File: config.mk
export PLATFORM = sky130hd
export DESIGN_NAME = multiplexer_nto1_seq
export DESIGN_NICKNAME = d
export VERILOG_FILES = /design/src/rtl/multiplexer_nto1_seq.sv
export SDC_FILE = /design/constraint.sdc
export NUM_CORES = 1
export LEC_CHECK = 0
export BUFFER_PORTS_ARGS = -buffer_cell sky130_fd_sc_hd__buf_2
export CORE_ASPECT_RATIO = 1.75
export CORE_UTILIZATION = 51
export CTS_CLUSTER_DIAMETER = 100
export DETAILED_ROUTE_END_ITERATION = 6
export GPL_TIMING_DRIVEN = 0
export MAX_ROUTING_LAYER = met4
export PLACE_DENSITY = 0.87
export SKIP_CTS_REPAIR_TIMING = 1
export SYNTH_ARGS = -nofsm -noshare
export SYNTH_HDL_FRONTEND = slang
export SYNTH_SLANG_ARGS = --single-unit
export TNS_END_PERCENT = 20
File: constraint.sdc
create_clock -name clk -period 4.69 [get_ports clk]
set_input_delay 0.2345 -clock clk [delete_from_list [all_inputs] [get_ports clk]]
set_output_delay 0.2345 -clock clk [all_outputs]
set_load 0.01 [all_outputs]
File: src/rtl/multiplexer_nto1_seq.sv
// multiplexer_nto1_seq
// Registered N-to-1 signed multiplexer with two modes:
//   direct   : i_valid picks channel i_sel, registered out one cycle later
//   sequence : i_start walks channels 0..N_IN-1, one beat per unstalled cycle
// Optional macro MUXN_SNAPSHOT_EN: when defined, every accepted i_start
// captures all channels so the upstream may change i_data during a pass.
// When it is not defined, sequence beats read the live i_data.

module multiplexer_nto1_seq #(
   parameter int WIDTH = 32,
   parameter int N_IN  = 4,
   parameter int SEL_W = 2
) (
   input  logic                    clk,
   input  logic                    rst_n,
   input  logic [N_IN*WIDTH-1:0]   i_data,
   input  logic [SEL_W-1:0]        i_sel,
   input  logic                    i_valid,
   input  logic                    i_start,
   input  logic                    i_stall,
   output logic [WIDTH-1:0]        o_data,
   output logic                    o_valid,
   output logic [SEL_W-1:0]        o_idx,
   output logic                    o_last,
   output logic                    o_busy
);

   localparam logic ST_IDLE = 1'b0;
   localparam logic ST_SEQ  = 1'b1;

   localparam logic [SEL_W-1:0] LAST_IDX = SEL_W'(N_IN - 1);

   logic                  state;
   logic [SEL_W-1:0]      cnt;
   logic [N_IN*WIDTH-1:0] seq_src;
   logic [WIDTH-1:0]      direct_data;
   logic [WIDTH-1:0]      seq_data;

   // Out-of-range indices select nothing and therefore yield zero.
   function automatic logic [WIDTH-1:0] pick(
      input logic [N_IN*WIDTH-1:0] bus,
      input logic [SEL_W-1:0]      idx
   );
      logic [WIDTH-1:0] r;
      r = '0;
      for (int k = 0; k < N_IN; k++) begin
         if (int'(idx) == k) begin
            r = bus[k*WIDTH +: WIDTH];
         end
      end
      return r;
   endfunction

`ifdef MUXN_SNAPSHOT_EN
   logic [N_IN*WIDTH-1:0] snap;

   // Capture every channel on an accepted start so the pass is immune to i_data changes.
   always_ff @(posedge clk) begin
      if (!rst_n) begin
         snap <= '0;
      end else if (state == ST_IDLE && i_start) begin
         snap <= i_data;
      end
   end

   assign seq_src = snap;
`else
   assign seq_src = i_data;
`endif

   assign direct_data = pick(i_data, i_sel);
   assign seq_data    = pick(seq_src, cnt);

   // Mode FSM plus all registered outputs; start beats direct request in IDLE.
   always_ff @(posedge clk) begin
      if (!rst_n) begin
         state   <= ST_IDLE;
         cnt     <= '0;
         o_data  <= '0;
         o_valid <= 1'b0;
         o_idx   <= '0;
         o_last  <= 1'b0;
         o_busy  <= 1'b0;
      end else begin
         case (state)
            ST_IDLE: begin
               o_valid <= 1'b0;
               o_last  <= 1'b0;
               o_busy  <= 1'b0;
               if (i_start && o_last && !i_stall) begin
                  // Restart while the previous last beat is on the outputs:
                  // present beat 0 right away so the passes abut without a gap.
                  // Channel 0 comes from live i_data, which equals any fresh snapshot.
                  o_data  <= i_data[WIDTH-1:0];
                  o_idx   <= '0;
                  o_valid <= 1'b1;
                  o_busy  <= 1'b1;
                  cnt     <= SEL_W'(1);
                  state   <= ST_SEQ;
               end else if (i_start) begin
                  cnt   <= '0;
                  state <= ST_SEQ;
               end else if (i_valid) begin
                  o_data  <= direct_data;
                  o_idx   <= i_sel;
                  o_valid <= 1'b1;
               end
            end
            ST_SEQ: begin
               o_busy <= 1'b1;
               if (i_stall) begin
                  o_valid <= 1'b0;
                  o_last  <= 1'b0;
               end else begin
                  o_data  <= seq_data;
                  o_idx   <= cnt;
                  o_valid <= 1'b1;
                  o_last  <= (cnt == LAST_IDX);
                  if (cnt == LAST_IDX) begin
                     cnt   <= '0;
                     state <= ST_IDLE;
                  end else begin
                     cnt <= cnt + 1'b1;
                  end
               end
            end
            default: begin
               state <= ST_IDLE;
               cnt   <= '0;
            end
         endcase
      end
   end

endmodule

Word-level counts from Yosys, hierarchy flattened
Cells that the tools add are included.
Storage, ports and cells
  input bits: 135
  output and inout port bits: 37
  flip-flop bits (word level): 40
Operators by class
  bitwise logic cells: 1
  reduce and logical (&&, ||, !) cells: 7
  multiplexer cells: 37
  equal/unequal tests: 11
  $add $sub $neg: 1
Operators by type and width (count)
  2-to-1 mux 32 bit: 12
  one-hot mux 32 bit (2 select lines): 1
  2-to-1 mux 2 bit: 8
  equality test 2 bit, second input constant: 5
  2-to-1 mux 1 bit: 10
  != test 3 bit, second input constant: 3
  one-hot mux 1 bit (2 select lines): 4
  one-hot mux 2 bit (2 select lines): 2
  equality test 2 x 1 -> 1 bit, second input constant: 2
  zero test 2 bit: 2
  AND reduction 3 bit: 1
  adder 2 x 1 -> 2 bit, second input constant: 1
  logical AND 1 bit: 2
  != test 2 bit, second input constant: 1
  AND reduction 2 bit: 1
  zero test 1 bit: 1
  inverter 1 bit: 1

Logic depth before layout (Yosys ltp)
Gate-level depths: netlist of the first run.
  depth after elaboration: 9
  gate-level depth with buffers: 8

Least setup slack after synthesis of the first run
OpenSTA, ideal clock, no wires.
  path kind: reg2reg
  start: register cnt[0]
  end: register o_data[30]
  data required time: 4.566 ns
  cell stages (with the launch flop): 9
  clock period less this slack: 1.608 ns
  path buffers: 2
  data arrival time: 1.484 ns
  library setup time: 0.124 ns
  path slack: 3.082 ns
  path through: dfxtp_1 > inv_1 > ha_1 > buf_2 > clkbuf_1 > a21oi_1 > o21ai_0 > a221oi_1 > a21oi_1
Between the ends
  longest elaborated chain between the ends: 7
  elaborated cells on any way between the ends: 10
  classes of those cells: 3 x eq/ne; 6 x mux; 1 x reduce/logical
RTL lines
  from (decl): RTL line 34  | logic [SEL_W-1:0] cnt;
  from (signal assigned): RTL line 123  | cnt <= cnt + 1'b1;
  zero test 2 bit: RTL line 47  | if (int'(idx) == k) begin
  2-to-1 mux 32 bit (3 in a row): RTL line 47
  2-to-1 mux 32 bit *: RTL line 47
  2-to-1 mux 32 bit *: RTL line 111  | if (i_stall) begin
  one-hot mux 32 bit (2 select lines) *: RTL line 85  | case (state)
  to (signal assigned): RTL line 94  | o_data <= i_data[WIDTH-1:0];
  to (signal assigned): RTL line 104  | o_data <= direct_data;
  to (signal assigned): RTL line 115  | o_data <= seq_data;
  to (decl): RTL line 21  | output logic [WIDTH-1:0] o_data,
Mark *: on every way between the ends. The rest lies on a longest branch, timed or not. The select of a mux whose other input is x is not followed.
A chain may end at the register's enable or synchronous reset.

Worst setup path after layout of the first run
Ends and elaborated chain as after synthesis.

==> results of run 1 <==
[cell families (layout without fill, tap and decap cells)]
group           after synthesis  count (layout)  synth area share, %
fa+ha+maj                     4               4                 1.40
simple gates                 48              48                 6.46
flops                        40              40                 22.3
buf+inv                      83             258                 12.1
compound gates              174             174                 37.3
mux                          33              33                 20.4
[stage by stage]
step	setup WS, ns	util [%]
final	2.71	69.7
after global routing	2.53	69.7
after CTS	2.77	69.7
after detailed placement	2.79	66.5
after global placement	2.86	66.5
after floorplan	3.08	-
[power by group through the flow]
| stage | Clock, mW | Sequential [mW] | Combinational, mW |
|---|---|---|---|
| finish | 0.508 | 0.387 | 0.386 |
| global route | 0.522 | 0.389 | 0.414 |
| CTS | 0.507 | 0.386 | 0.380 |
| detailed placement | 0 | 0.393 | 0.377 |
| global placement | 0 | 0.392 | 0.366 |
| floorplan | 0 | 0.404 | 0.213 |
[sequential cells by signal, indices dropped and copies added (netlist names)]
signal,cells
cnt,2
o_busy,1
o_data,32
o_idx,2
o_last,1
o_valid,1
state,1
[worst max-delay path, stage by stage, from the launching register on]
cell and delay [ns]:
dfxtp_1 0.45, inv_1 0.10, ha_1 0.21, buf_2 0.18, clkbuf_1 0.26, a21oi_1 0.17, o21ai_0 0.10, a221oi_1 0.30
a21oi_1 0.11
[per-layer routing]
metal,part of all wire (%),wire length [um],vias to the layer above,global-route usage (%)
met1,34,4410,2085,37.0
met3,8.8,1150,77,5.04
li1,-,-,1890,-
met2,52,6720,373,60.7
met5,0,0,-,-
met4,5.3,694,0,22.9
[placed cells by master (no fill, tap or decap), drive strengths merged]
| cell | synthesis | routed |
|---|---|---|
| inv | 34 | 34 |
| nor3b | 1 | 1 |
| a22oi | 2 | 2 |
| bufinv | 0 | 3 |
| mux4 | 32 | 32 |
| nand2 | 34 | 34 |
| nand2b | 1 | 1 |
| a21boi | 1 | 1 |
| nor2 | 2 | 2 |
| clkbuf | 17 | 22 |
| buf | 32 | 199 |
| o22a | 1 | 1 |
| o21ai | 34 | 34 |
| or3 | 1 | 1 |
| o2bb2ai | 2 | 2 |
| and2 | 3 | 3 |
| a21o | 1 | 1 |
| mux2i | 1 | 1 |
| and3 | 1 | 1 |
| a2bb2oi | 1 | 1 |
| a221oi | 64 | 64 |
| dfxtp | 40 | 40 |
| ha | 4 | 4 |
| a211o | 31 | 31 |
| a21oi | 5 | 5 |
| a31oi | 31 | 31 |
| nor3 | 1 | 1 |
| nor2b | 4 | 4 |
| o21ba | 1 | 1 |
[worst max-delay path by stage]
stage / slack (ns) / endpoint / startpoint / cells after the start
after CTS: 2.77 / o_data[26] / cnt[0] / 7
after global placement: 2.86 / o_data[30] / cnt[0] / 8
final: 2.71 / o_data[30] / cnt[0] / 8
after detailed placement: 2.79 / o_data[30] / cnt[0] / 8
after floorplan: 3.08 / o_data[30] / cnt[0] / 8
after global routing: 2.53 / o_data[30] / cnt[0] / 8
[layout make-up]
| class | instances | area (um^2) |
|---|---|---|
| multi-input cells | 259 | 2350 |
| plain buffers | 49 | 308 |
| fillers | 582 | 2060 |
| well taps | 84 | 105 |
| repair buffers | 167 | 836 |
| clock buffers | 5 | 125 |
| flip-flops and latches | 40 | 801 |
| inverters | 34 | 128 |
| clock inverters | 3 | 90.1 |
==> summary.txt, run 1 <==
Floorplan
  – Io pins: 172
  – Die Span Y: between 100 and 150 um
  – Core area: 0.00681 mm^2
  – Die ar.: ~0.0074 mm^2
  – Starting Density: a little over half
  – Die width: 65.4 um
  – Row count: 40

Drt
  – Post-route DRC: 0
  – Drt pass-1 iters: 6
  – Routed wire per std cell: between 20 and 25 um
  – Vias: around 4,400
  – DRT iter0 DRCs: between 600 and 700
  – DRT antenna net count: 0
  – Via density: 6.90
  – Post-Route WL: between 10,000 and 15,000 um

Placement
  – DP HPWL: just over 9000 um
  – Port bufs: between 150 and 200
  – Post-DP Area: 0.00453 mm^2
  – Final GP Congestion: roughly 0.9
  – DP Cell Count: around 630

Hold path
  – HP Start: i_data[126]
  – Hold Crit Endpoint: o_data[30]
  – HP Class: in -> reg
  – Worst Hold Depth: 3

STA
  – Max_slew headroom: between 60% and 70%
  – Unrepaired setup endpoints after global routing: false
  – Fmax: around 500 MHz
  – Setup TNS Final: 0 ns
  – Layout Skew: 0.00640 ns
  – Min Tclk post-route: 1.98 ns
  – Tcrit/Tclk final: between 40% and 50%
  – Worst-margin pin slew: 0.588 ns
  – Hold WS: ~0.26 ns
  – Hold Vio Cnt, Final: 0
  – Final setup vio count: 0
  – Slew Viols, Final: 0

Clocking
  – Htree depth: 2
  – Clock root cell: clkbuf_16
  – CTS clock-pin slew for the worst setup and hold paths: about 0.06 ns
  – Cts bufs inserted: 5
  – CTS tree: built
  – Clk sink count: 40
  – Worst-Skew Late Latency: 0.29 ns
  – Longest Clk Path Bufs: 2

Setup path
  – Worst r2r src: cnt[0]
  – WS Path Type: reg -> reg
  – Crit. End Element: register
  – Critical Path RT: a little under 5 ns
  – End of the worst register-to-register path: o_data[30]
  – R2R Setup Slk: 2.71 ns
  – CP max FO: 10
  – Critical Path AT: between 2 and 2.5 ns
  – Worst reg-to-reg path cell count: 8
  – Worst setup SP type: register

Synthesis
  – Syn Nets: around 520
  – Syn_area_per_cell: 9.39 um^2
  – Top post-synthesis cells by area: dfxtp_1 22%, mux4_2 20%, a221oi_1 15%
  – FF+latch count, synth: 40
  – Top cell type's share of synthesized area: between 20% and 30%
  – Warnings, synthesis: 0
  – Async S/R FF share, synth: 0%
  – Synth unique cells: 36
  – Most numerous cell in the Yosys netlist: a221oi_1
  – Post-Synthesis Cells: roughly 380
  – Post-synth EDFFs: 0
  – Cell taking the most area after synthesis: dfxtp_1
  – Seq/Total Area, Yosys: between 20% and 30%
  – Ys flop type: dfxtp_1
  – Commonest cells post-synth: 60 x a221oi_1, 40 x dfxtp_1, 34 x inv_1, 34 x nand2_1, 34 x o21ai_0
  – Syn Std Cell Area: between 0.003 and 0.004 mm^2

Global route
  – Number of global-route vias before repair: between 4,000 and 5,000
  – Grt ovf: 0
  – Initial antenna violation count: 0
  – GRT Overall Usage: between 30% and 40%
  – Global-route wire length before repair: ~20,000 um
  – Largest net degree at the start of global routing: 14

Power and ir drop
  – PwrDens: between 200 and 300 mW/mm^2
  – Comb power frac: 30.1%
  – Clock network power share: between 30% and 40%
  – VDD IR max: between 150 and 200 uV
  – Flop pwr share: 30.2%
  – NetSw: about 0.37 mW
  – Sw frac: between 20% and 30%
  – Leakage Power: roughly 2.2 nW
  – P_int: 0.916 mW
  – Overall Power: around 1.3 mW

Cells and area
  – Layout Nets: 695
  – Area growth syn-to-layout: 32.2%
  – Layout cells sized above 1: between 40% and 50%
  – Antenna diodes: 0
  – Final Non-Filler Cells: about 640
  – Design Area, Final: around 0.0047 mm^2

Job
  – Max_cap viols: 0

Status
  – Status: complete, no violations
Note: power is estimated with default switching activity, not from simulation.
==> run 2: changes to the inputs <==
- CORE_UTILIZATION: 51 -> 48
- PLACE_DENSITY: 0.87 -> 0.83
- clock period: 4.69 -> 1.85 ns (I/O delays scaled with it)
==> summary.txt, run 2 (same netlist as run 1, synthesis figures left out) <==
Setup path
  – Worst setup SP type: register
  – Worst reg-to-reg path cell count: 8
  – Critical Path AT: just under 2 ns
  – Crit path cell chain: inv_1, ha_1, buf_2, buf_2, a21oi_1, o21ai_0, a221oi_1, a21oi_1
  – Slowest cell on crit path: dfxtp_2
  – Critical Path Max Stage Delay: ~0.38 ns
  – Crit. End Element: register
  – CP max FO: 10
  – Critical Path RT: approximately 2 ns
  – WS Path Type: reg -> reg
  – R2R Setup Slk: around 0.09 ns

Cells and area
  – Antenna diodes: 0
  – Largest regs: o_data (32), cnt (2), o_idx (2)
  – Final Non-Filler Cells: approximately 640
  – Layout cells sized above 1: a little under half
  – Largest Register: o_data
  – Fill cells: about 600
  – Most frequent cells in the layout: 182 x buf_2, 60 x a221oi_1, 38 x dfxtp_1
  – Area growth syn-to-layout: 33.0%
  – Area of the multi-input gates: roughly 0.0024 mm^2
  – Sequential cell area: about 800 um^2
  – Design Area, Final: around 0.0048 mm^2
  – Commonest non-fill, non-tap cell in the layout: buf_2
  – Layout Nets: 695
  – Max reg flops: 32

Power and ir drop
  – Sw frac: ~29%
  – Comb power frac: 30.2%
  – VDD IR max: ~450 uV
  – Flop pwr share: between 30% and 40%
  – Leakage Power: approximately 2.2 nW
  – NetSw: 0.941 mW
  – P_int: 2.33 mW
  – Clock network power share: 39.8%
  – PwrDens: just under 700 mW/mm^2

Placement
  – Port bufs: approximately 170
  – DP Cell Count: between 600 and 700
  – Pre-CTS setup slack: -0.0612 ns
  – Final GP Congestion: 0.963
  – DP HPWL: 9600 um
  – Post-DP Area: ~0.0045 mm^2

Floorplan
  – Io pins: approximately 170
  – Die ar.: between 0.007 and 0.008 mm^2
  – Die Span Y: ~120 um
  – Row count: 41
  – Starting Density: between 40% and 50%
  – Core area: about 0.0072 mm^2
  – Die width: 67.3 um

Global route
  – Largest net degree at the start of global routing: 14
  – GRT Overall Usage: about 36%
  – Grt ovf: 0
  – Global-route wire length before repair: 20,500 um
  – Number of global-route vias before repair: approximately 4,300
  – Initial antenna violation count: 0

Hold path
  – Worst Hold Depth: 3
  – HP Class: in -> reg

Drt
  – Post-route DRC: 0
  – Drt pass-1 iters: 7
  – Routed wire per std cell: 20.8 um
  – DRT antenna net count: 0
  – Vias: approximately 4,400
  – Post-Route WL: 13,400 um
  – DRT iter0 DRCs: 620
  – Via density: 6.84

STA
  – Worst-margin pin slew: between 0.5 and 0.6 ns
  – Layout Skew: roughly 0.0044 ns
  – Fmax: about 570 MHz
  – Slew Viols, Final: 0
  – Final WS setup: between 0.09 and 0.1 ns
  – Setup TNS Final: 0 ns
  – Unrepaired setup endpoints after global routing: true
  – Hold Vio Cnt, Final: 0
  – Tcrit/Tclk final: roughly 95%
  – Hold WS: roughly 0.11 ns
  – Final setup vio count: 0
  – Max_slew headroom: between 60% and 70%
  – Min Tclk post-route: around 1.8 ns

Status
  – Status: complete, no violations

Clocking
  – Longest Clk Path Bufs: 2
  – Worst-Skew Late Latency: 0.29 ns
  – Clock root cell: clkbuf_16
  – Htree depth: 2
  – Clk sink count: 40
  – CTS clock-pin slew for the worst setup and hold paths: 0.06 ns
  – Cts bufs inserted: 5
  – CTS tree: built

Job
  – Max_cap viols: 0
-- run 2: routing by layer --
layer  wire length, um  track usage [%]
met1              4780             39.6
met2              6880             58.3
met3              1060             6.64
met4               635             22.1
met5                 0                -
-- run 2: worst max-delay path: cells and delay by family, from the launching register on --
kind	cells	cell delay (ns)
buffers and inverters	3	0.48
DFF	1	0.38
adders and majority gates	1	0.19
AOI/OAI and AO/OA	4	0.60
-- run 2: final timing paths --
path | startpoint | to
worst max-delay path | cnt[0] | o_data[30]
worst min-delay path | i_data[126] | o_data[30]
worst max register to register | cnt[0] | o_data[30]
worst min register to register | o_idx[0] | o_idx[0]
-- run 2: cell type report --
type                       count  share of cell area [%]
timing repair buffer         167                    17.5
inverter                      34                    2.68
tap                           86                    2.26
clock inverter                 3                    1.89
multi-input combinational    259                    49.4
buffer                        49                    6.84
clock buffer                   5                    2.62
sequential                    40                    16.8
-- run 2: through the flow --
step / util, % / total power [mW]
5_1_grt: 66.0 / 3.40
3_5_place_dp: 62.6 / 1.96
4_1_cts: 65.6 / 3.24
3_3_place_gp: 62.6 / 1.93
6_report: 66.0 / 3.27
2_1_floorplan: - / 1.57
-- run 2: power by group through the flow --
stage / clock network, mW / logic [mW] / registers [mW]
6_report: 1.30 / 0.989 / 0.981
5_1_grt: 1.34 / 1.07 / 0.987
4_1_cts: 1.30 / 0.964 / 0.978
3_5_place_dp: 0 / 0.959 / 0.996
3_3_place_gp: 0 / 0.931 / 0.994
2_1_floorplan: 0 / 0.541 / 1.02
==> run 3: changes to the inputs <==
- clock period: 1.85 -> 1.9 ns (I/O delays scaled with it)
==> summary.txt, run 3 (same netlist as run 1, synthesis figures left out) <==
Global route
  – Global-route wire length before repair: about 21,000 um
  – Grt ovf: 0
  – GRT Overall Usage: a little over a third
  – Number of global-route vias before repair: ~4,300
  – Largest net degree at the start of global routing: 14
  – Initial antenna violation count: 0

Drt
  – Met3 wire len: approximately 1100 um
  – M1 WL: between 4000 and 5000 um
  – Via density: about 6.8
  – Post-Route WL: roughly 13,000 um
  – DRT antenna net count: 0
  – Met2 wire len: 6850 um
  – Drt pass-1 iters: 5
  – Post-route DRC: 0
  – DRT iter0 DRCs: around 580
  – Vias: about 4,400
  – Top Layer Used: met4
  – Routed wire per std cell: just over 20 um

Cells and area
  – Max reg flops: 32
  – Fill cells: between 500 and 600
  – Layout cells sized above 1: 46.7%
  – Largest regs: o_data (32), cnt (2), o_idx (2)
  – Commonest non-fill, non-tap cell in the layout: buf_2
  – Final Core Density: between 60% and 70%
  – Design Area, Final: 0.00475 mm^2
  – Layout Nets: approximately 700
  – Antenna diodes: 0
  – Most frequent cells in the layout: 181 x buf_2, 60 x a221oi_1, 38 x dfxtp_1
  – Area growth syn-to-layout: 32.6%
  – Largest Register: o_data

Power and ir drop
  – PwrDens: approximately 670 mW/mm^2
  – Leakage Power: approximately 2.2 nW
  – VDD IR max: around 440 uV

Floorplan
  – Die width: 67.3 um
  – Row count: 41
  – Starting Density: 49.6%
  – Core area: between 0.007 and 0.008 mm^2
  – Io pins: between 150 and 200
  – Die ar.: between 0.007 and 0.008 mm^2
  – Die Span Y: between 100 and 150 um

Clocking
  – Htree depth: 2
  – Clock root cell: clkbuf_16
  – Worst-Skew Late Latency: about 0.29 ns
  – CTS tree: built
  – CTS clock-pin slew for the worst setup and hold paths: approximately 0.060 ns
  – Longest Clk Path Bufs: 2
  – Cts bufs inserted: 5
  – Clk sink count: 40

Setup path
  – Worst reg-to-reg path cell count: 8
  – Critical Path AT: 2.03 ns
  – Critical Path RT: 2.12 ns
  – WS Path Type: reg -> reg
  – Worst setup SP type: register
  – CP max FO: 10
  – Crit. End Element: register

STA
  – Unrepaired setup endpoints after global routing: true
  – Tcrit/Tclk final: 95.1%
  – Layout Skew: between 0.003 and 0.004 ns
  – Fmax: 553 MHz
  – Min Tclk post-route: 1.81 ns
  – Max_slew headroom: 62.6%
  – Worst-margin pin slew: ~0.56 ns
  – Hold Vio Cnt, Final: 0
  – Final setup vio count: 0
  – Slew Viols, Final: 0

Placement
  – Port bufs: about 170
  – Final GP Congestion: ~0.96
  – Post-DP Area: about 0.0045 mm^2
  – DP HPWL: roughly 9600 um

Status
  – Status: complete, no violations

Job
  – Max_cap viols: 0

Hold path
  – HP Class: in -> reg
  – Worst Hold Depth: 3
-- run 3: changes by cell type in the layout (fill, tap and decap cells not counted), sizes merged --
cell	change
clkbuf	+1
buf	-1
-- run 3: path summary, 6_finish.rpt --
path	start	to	slack [ns]
setup / recovery	cnt[1]	o_data[29]	0.09
hold / removal	i_data[126]	o_data[30]	0.12
setup reg to reg	cnt[1]	o_data[29]	0.09
hold reg to reg	o_idx[0]	o_idx[0]	0.46
-- run 3: layout make-up --
| cell class | count | area (um^2) | share of cell area (%) |
|---|---|---|---|
| inverter | 34 | 128 | 2.68 |
| clock buffer | 5 | 125 | 2.63 |
| sequential | 40 | 803 | 16.9 |
| clock inverter | 3 | 90.1 | 1.89 |
| tap | 86 | 108 | 2.26 |
| multi-input combinational | 259 | 2350 | 49.4 |
| timing repair buffer | 167 | 836 | 17.6 |
| buffer | 49 | 315 | 6.63 |
-- run 3: per-layer routing --
layer,global-route usage (%),vias up
met1,39.6,2064
li1,-,1898
met2,58.3,336
met4,22.1,0
met5,-,-
met3,6.64,68
-- run 3: stage by stage --
step / setup slack, ns / TNS (ns) / cells / hold WS, ns / power, mW
after global placement: 0.0222 / 0 / 635 / 0.404 / 1.87
final: 0.0932 / 0 / 643 / 0.119 / 3.18
after floorplan: 0.292 / 0 / 382 / 0.274 / 1.52
after detailed placement: -0.0112 / -0.0112 / 635 / 0.409 / 1.90
after CTS: -0.0251 / -0.0401 / 643 / 0.106 / 3.16
after global routing: -0.0373 / -0.135 / 643 / 0.142 / 3.30
-- run 3: where the power goes --
group | leakage, nW | total (mW) | switching, mW | internal [mW]
registers | 0.331 | 0.954 | 0.0412 | 0.913
logic | 1.78 | 0.954 | 0.491 | 0.463
clock network | 0.104 | 1.27 | 0.382 | 0.887
total | 2.21 | 3.18 | 0.914 | 2.26
-- run 3: worst max-delay path, stage by stage (launching register included) --
cell and delay, ns:
dfxtp_2 0.37, inv_1 0.07, ha_1 0.18, buf_4 0.16
nor2b_2 0.19, buf_4 0.23, a221oi_1 0.11, a211o_1 0.25
a31oi_1 0.17
